## src/rtl/stack_cmd_driver_pkg.sv

```systemverilog
// Shared definitions for the stack_cpu command driver: opcode values and
// driver FSM states.
package stack_cmd_driver_pkg;

    localparam logic [3:0] OP_NOOP = 4'h0;
    localparam logic [3:0] OP_PUSH = 4'h1;
    localparam logic [3:0] OP_POP  = 4'h2;
    localparam logic [3:0] OP_OUTL = 4'h3;
    localparam logic [3:0] OP_OUTH = 4'h4;
    localparam logic [3:0] OP_SWAP = 4'h5;
    localparam logic [3:0] OP_PUSF = 4'h6;
    localparam logic [3:0] OP_REPL = 4'h7;
    localparam logic [3:0] OP_BINA = 4'h8;
    localparam logic [3:0] OP_MULT = 4'h9;
    localparam logic [3:0] OP_IDIV = 4'hA;
    localparam logic [3:0] OP_CLFL = 4'hB;

    typedef enum logic [2:0] {
        DRV_RESET,
        DRV_IDLE,
        DRV_FETCH,
        DRV_EXEC,
        DRV_SAMPLE
    } drv_state_t;

endpackage

```

## src/rtl/stack_cmd_driver_op_timing.sv

```systemverilog
// Number of execution cycles stack_cpu spends on each opcode after fetch.
module stack_op_timing
    import stack_cmd_driver_pkg::*;
(
    input  logic [3:0] op,
    output logic [1:0] exec_len
);

    always_comb begin
        case (op)
            OP_PUSH, OP_POP, OP_SWAP, OP_PUSF, OP_REPL, OP_BINA: exec_len = 2'd2;
            OP_MULT, OP_IDIV:                                    exec_len = 2'd3;
            default:                                             exec_len = 2'd1;
        endcase
    end

endmodule

```

## src/rtl/stack_cmd_driver.sv

```systemverilog
// Host-side initiator for stack_cpu: serialises {op, arg, mode, read} commands
// into the CPU's inbits nibble stream and optionally captures its output byte.
module stack_cmd_driver
    import stack_cmd_driver_pkg::*;
#(
    parameter int unsigned RESET_CYCLES = 2
) (
    input  logic       clk,
    input  logic       rst,
    input  logic       cmd_valid,
    output logic       cmd_ready,
    input  logic [3:0] cmd_op,
    input  logic [3:0] cmd_arg,
    input  logic [1:0] cmd_mode,
    input  logic       cmd_read,
    input  logic       cmd_init,
    output logic       rsp_valid,
    output logic [7:0] rsp_data,
    output logic       busy,
    output logic       cpu_rst,
    output logic [3:0] cpu_inbits,
    output logic [1:0] cpu_output_mode,
    input  logic [7:0] cpu_io_out
);

    localparam logic [3:0] RST_INIT = 4'(RESET_CYCLES - 1);

    drv_state_t state, state_nxt;
    logic [3:0] rst_cnt, rst_cnt_nxt;
    logic [1:0] exec_cnt, exec_cnt_nxt;
    logic       cpu_fetch, cpu_fetch_nxt;
    logic [3:0] op_q, arg_q;
    logic       read_q;
    logic [1:0] exec_len;
    logic       accept;

    logic       cpu_rst_nxt, busy_nxt, rsp_valid_nxt;
    logic [3:0] inbits_nxt;
    logic [1:0] mode_nxt;
    logic [7:0] rsp_data_nxt;

    stack_op_timing u_timing (
        .op       (op_q),
        .exec_len (exec_len)
    );

    // cpu_fetch tracks the CPU's own fetch/exec alternation while it runs NOOPs
    assign cmd_ready = (state == DRV_IDLE) && !cpu_fetch;
    assign accept    = cmd_valid && cmd_ready && !cmd_init;

    always_ff @(posedge clk or posedge rst) begin
        if (rst) begin
            state           <= DRV_RESET;
            rst_cnt         <= RST_INIT;
            exec_cnt        <= '0;
            cpu_fetch       <= 1'b0;
            op_q            <= '0;
            arg_q           <= '0;
            read_q          <= 1'b0;
            cpu_rst         <= 1'b1;
            cpu_inbits      <= '0;
            cpu_output_mode <= '0;
            rsp_valid       <= 1'b0;
            rsp_data        <= '0;
            busy            <= 1'b1;
        end else begin
            state           <= state_nxt;
            rst_cnt         <= rst_cnt_nxt;
            exec_cnt        <= exec_cnt_nxt;
            cpu_fetch       <= cpu_fetch_nxt;
            cpu_rst         <= cpu_rst_nxt;
            cpu_inbits      <= inbits_nxt;
            cpu_output_mode <= mode_nxt;
            rsp_valid       <= rsp_valid_nxt;
            rsp_data        <= rsp_data_nxt;
            busy            <= busy_nxt;
            if (accept) begin
                op_q   <= cmd_op;
                arg_q  <= cmd_arg;
                read_q <= cmd_read;
            end
        end
    end

    always_comb begin
        state_nxt     = state;
        rst_cnt_nxt   = rst_cnt;
        exec_cnt_nxt  = exec_cnt;
        cpu_fetch_nxt = cpu_fetch;
        case (state)
            DRV_RESET: begin
                if (rst_cnt == '0) begin
                    state_nxt     = DRV_IDLE;
                    cpu_fetch_nxt = 1'b1;
                end else begin
                    rst_cnt_nxt = rst_cnt - 4'd1;
                end
            end
            DRV_IDLE: begin
                cpu_fetch_nxt = !cpu_fetch;
                if (cmd_init) begin
                    state_nxt   = DRV_RESET;
                    rst_cnt_nxt = RST_INIT;
                end else if (accept) begin
                    state_nxt = DRV_FETCH;
                end
            end
            DRV_FETCH: begin
                state_nxt    = DRV_EXEC;
                exec_cnt_nxt = exec_len - 2'd1;
            end
            DRV_EXEC: begin
                if (exec_cnt == '0) begin
                    if (read_q) begin
                        state_nxt = DRV_SAMPLE;
                    end else begin
                        state_nxt     = DRV_IDLE;
                        cpu_fetch_nxt = 1'b1;
                    end
                end else begin
                    exec_cnt_nxt = exec_cnt - 2'd1;
                end
            end
            DRV_SAMPLE: begin
                state_nxt     = DRV_IDLE;
                cpu_fetch_nxt = 1'b0;
            end
            default: begin
                state_nxt   = DRV_RESET;
                rst_cnt_nxt = RST_INIT;
            end
        endcase
    end

    // Outputs are registered, so they are derived from the upcoming state
    always_comb begin
        cpu_rst_nxt   = (state_nxt == DRV_RESET);
        busy_nxt      = (state_nxt != DRV_IDLE);
        mode_nxt      = accept ? cmd_mode : cpu_output_mode;
        rsp_valid_nxt = (state == DRV_SAMPLE);
        rsp_data_nxt  = (state == DRV_SAMPLE) ? cpu_io_out : rsp_data;
        if (accept) begin
            inbits_nxt = cmd_op;
        end else if (state_nxt == DRV_EXEC) begin
            inbits_nxt = arg_q;
        end else begin
            inbits_nxt = '0;
        end
    end

endmodule

```

## config.mk

```make
export PLATFORM = sky130hd
export DESIGN_NAME = stack_cmd_driver
export DESIGN_NICKNAME = d
export VERILOG_FILES = /design/src/rtl/stack_cmd_driver_pkg.sv /design/src/rtl/stack_cmd_driver_op_timing.sv /design/src/rtl/stack_cmd_driver.sv
export SDC_FILE = /design/constraint.sdc
export NUM_CORES = 1
export LEC_CHECK = 0
export BUFFER_PORTS_ARGS = -buffer_cell sky130_fd_sc_hd__buf_4
export CORE_MARGIN = 3
export CORE_UTILIZATION = 45
export CTS_BUF_LIST = sky130_fd_sc_hd__clkbuf_4 sky130_fd_sc_hd__clkbuf_8 sky130_fd_sc_hd__clkbuf_16
export CTS_CLUSTER_SIZE = 16
export DETAILED_ROUTE_END_ITERATION = 7
export PLACE_DENSITY = 0.72
export SYNTH_ARGS = -nofsm -noshare
export SYNTH_HDL_FRONTEND = slang
export SYNTH_SLANG_ARGS = --single-unit
```

## constraint.sdc

```tcl
create_clock -name clk -period 1.6 [get_ports clk]
set_clock_uncertainty 0.1 [all_clocks]
set_input_delay 0.32 -clock clk [delete_from_list [all_inputs] [get_ports clk]]
set_output_delay 0.32 -clock clk [all_outputs]
set_load 0.01 [all_outputs]
```

==> results.py <==
metrics = {
    "timing": {
        "fin_ws_ns": -0.1713,
        "slew_headroom_pct": 69.66,
        "holdWs_ns": 0.05680,
        "fmax_mhz": 564.6,
        "setup-tns-final_ns": -0.4943,
        "hold_viol_final": 0,
        "finalSetupViolations": 10,
        "rsz0062_at_grt": "true",
        "drv_slew": 0,
        "fin_crit_sh_pct": 110.7,
        "finalCriticalPeriod_ns": 1.771,
        "tightest_slew_ns": 0.4551,
    },
    "placement": {
        "gp_congestion": 0.8209,
        "io_buffer_count": 40,
        "place_hpwl_um": 2362,
        "dp_worst_setup_slack_ns": -0.04699,
    },
    "die": {
        "io_pins": 41,
        "start_util_pct": 47.80,
        "rows": 21,
        "die_area_mm2": 0.004357,
        "die_h_um": 66.01,
        "core_region_area_mm2": 0.003390,
        "die_w_um": 66.01,
    },
    "worst_setup_path": {
        "worst-path-buf-inv": 2,
        "r2r_setup_slack_ns": -0.13,
        "worst-endpoint-arrival_ns": 1.35,
        "startpoint_type": "flip-flop",
        "ff2ff_path_depth": 6,
        "required_ns": 1.18,
        "cp_top_family": "flip-flops",
        "worstPathCellList": "buf_6 > nor3b_4 > nor2b_4 > buf_6",
        "critical_path.max_stage_delay_ns": 0.43,
        "setup.worst_path.class": "reg -> out",
        "slowest_stage": "dfrtp_1",
        "crit_top_cell": "buf_6",
        "worst_setup_path_end_kind": "output pin",
        "path_max_fanout": 2,
        "timing.rr.start": "rst_cnt[1]",
        "reg2reg_to": "busy",
    },
    "clock_network": {
        "cts_root_buf": "clkbuf_4",
        "cts.path.max_buffers": 2,
        "h-tree-depth": 2,
        "cts.sinks": 36,
        "cts.clk_slew.worst_paths_ns": 0.11,
        "clk-insertion-delay-late_ns": 0.34,
        "tritoncts": "built",
        "cts_buffers": 5,
    },
    "yosys": {
        "synth_cell_type_count": 37,
        "synth.avg_cell_area_um2": 10.80,
        "synth_async_sr_flop_share_pct": 100.0,
        "yosys_register_bits": 36,
        "syn_inst": 150,
        "ys.flop_type": "dfrtp_1",
        "synth_seq_area_share_pct": 55.83,
        "synth_edf_count": 0,
        "yosysWarnings": 0,
        "syn_area_mm2": 0.001620,
        "synth_fp_nets": 177,
    },
    "final_layout": {
        "nNetsFinal": 244,
        "final.fill_count": 237,
        "n_antenna_cell": 0,
        "area_delta_synth_final_pct": 47.03,
        "drive_above_1_share_pct": 49.54,
    },
    "status": {
        "status": "finished, violations left",
        "violations": "setup timing",
    },
    "global_routing": {
        "antenna_found_initial": 0,
        "overflow": 0,
        "grt_max_degree": 37,
        "grt_pass1_wl_um": 5782,
        "grt_pass1_vias": 1326,
        "grt_use_total_pct": 17.95,
    },
    "pwr": {
        "p_leak_nw": 1.204,
        "finalPower_mw": 4.187,
        "p_per_area_mw_per_mm2": 1758,
        "peakVddDrop_mv": 0.9348,
    },
    "route": {
        "dr.pass1.iters": 4,
        "drc": 0,
        "drtAntennaViolNets": 0,
        "routed_wl_um": 3840,
        "drtIter0Drc": 28,
        "vias": 1308,
        "route.detailed.wl_per_inst_um": 14.55,
        "via_per_inst": 4.955,
    },
    "min_path": {
        "whs_endpoint": "arg_q[3]",
        "hold_class": "in -> reg",
        "hold_path_depth": 3,
        "hp-start": "cmd_arg[3]",
    },
    "job": {
        "maxCapViolCount": 0,
    },
}
-- placed cells by master (no fill, tap or decap), types with 2 or more instances in the layout --
master,n
o21ai_0,4
dfrtp_1,32
dfstp_2,3
nor2b_1,3
mux2_4,9
inv_1,7
clkbuf_4,5
a21oi_1,2
ha_1,3
a22o_1,5
nand2_1,35
buf_6,11
nor2_1,4
buf_4,54
nor3b_4,3
a21oi_2,3
-- worst min-delay path, cell delays in order --
cell,delay [ns]
buf_4,0.08
nand2_1,0.04
nand2_1,0.04
-- kinds of logic (layout without fill, tap and decap cells) --
kind of cell / Yosys count / after routing / share of synthesized area [%]
mux: 10 / 10 / 6.873
compound gates: 23 / 23 / 10.04
flops: 36 / 36 / 55.83
fa+ha+maj: 4 / 4 / 3.089
buf+inv: 14 / 82 / 4.787
xor+xnor: 1 / 1 / 0.5406
simple gates: 62 / 62 / 18.84
-- power by group --
part | leakage, nW | internal [mW] | switching, mW
logic | 0.702 | 1.12 | 0.883
clock network | 0.0412 | 0.326 | 0.312
registers | 0.461 | 1.30 | 0.250
-- state kept, by name (all words and copies together), names as in the netlist --
register / flops
op_q: 4
rsp_valid: 1
cpu_rst: 1
read_q: 1
cpu_fetch: 1
rsp_data: 8
arg_q: 4
cpu_inbits: 4
rst_cnt: 4
state: 3
exec_cnt: 2
cpu_output_mode: 2
busy: 1
-- how the worst max path moves through the flow --
stage / startpoint / end / depth (start not counted)
floorplan: state[1] / busy / 5
global placement: rst_cnt[0] / cpu_fetch / 6
detailed placement: rst_cnt[0] / busy / 6
CTS: state[1] / cmd_ready / 4
global route: state[1] / cmd_ready / 4
finish: state[1] / cmd_ready / 4
-- Yosys cell counts, types with 2 or more instances --
library cell / instances / share of area, %
mux2_2: 8 / 5.6
a22o_1: 5 / 2.7
inv_1: 8 / 1.9
dfstp_2: 3 / 4.9
dfrtp_1: 33 / 51
buf_6: 3 / 2.1
nand2_1: 35 / 8.1
buf_2: 2 / 0.62
nor2_1: 6 / 1.4
ha_1: 4 / 3.1
nor3b_1: 3 / 1.4
nand3_1: 2 / 0.62
nor2b_1: 4 / 1.5
a21oi_1: 5 / 1.5
o21ai_0: 6 / 1.9
nor3_1: 2 / 0.62
-- timing repair --
item | CTS | global route
hold buffers | 1 | 0
setup endpoints to repair | 3 | 31
setup buffers | 4 | 5
hold endpoints to repair | 33 | 0
resized for setup | 11 | 33
pin swaps | 2 | 6
cloned | 0 | 1
-- metrics by stage --
step / std cells / area, µm² / util, %
6_report: 264 / 2382 / 70.28
5_1_grt: 264 / 2382 / 70.28
4_1_cts: 258 / 2211 / 65.23
3_5_place_dp: 245 / 2051 / 60.50
3_3_place_gp: 245 / 2051 / 60.50
2_1_floorplan: 150 / 1628 / -
-- metal layers --
layer  wire (µm)  share of wire [%]  vias to the layer above  global-route usage (%)
met2        1964                 51                       24                   29.54
li1            -                  -                      637                       -
met1        1688                 44                      641                   21.66
met3         123                3.2                        6                   5.612
met5           0                  0                        -                       0
met4          64                1.7                        0                   7.614
-- layout make-up --
type	count	area (µm²)	share of cell area, %
repair buffers	66	539.3	22.64
clock inverters	3	42.54	1.786
inverters	8	30.03	1.261
multi-input cells	100	769.5	32.30
flip-flops and latches	36	905.9	38.03
well taps	46	57.56	2.416
clock buffers	5	37.54	1.576
No activity file was read; power rests on OpenSTA's default activity.
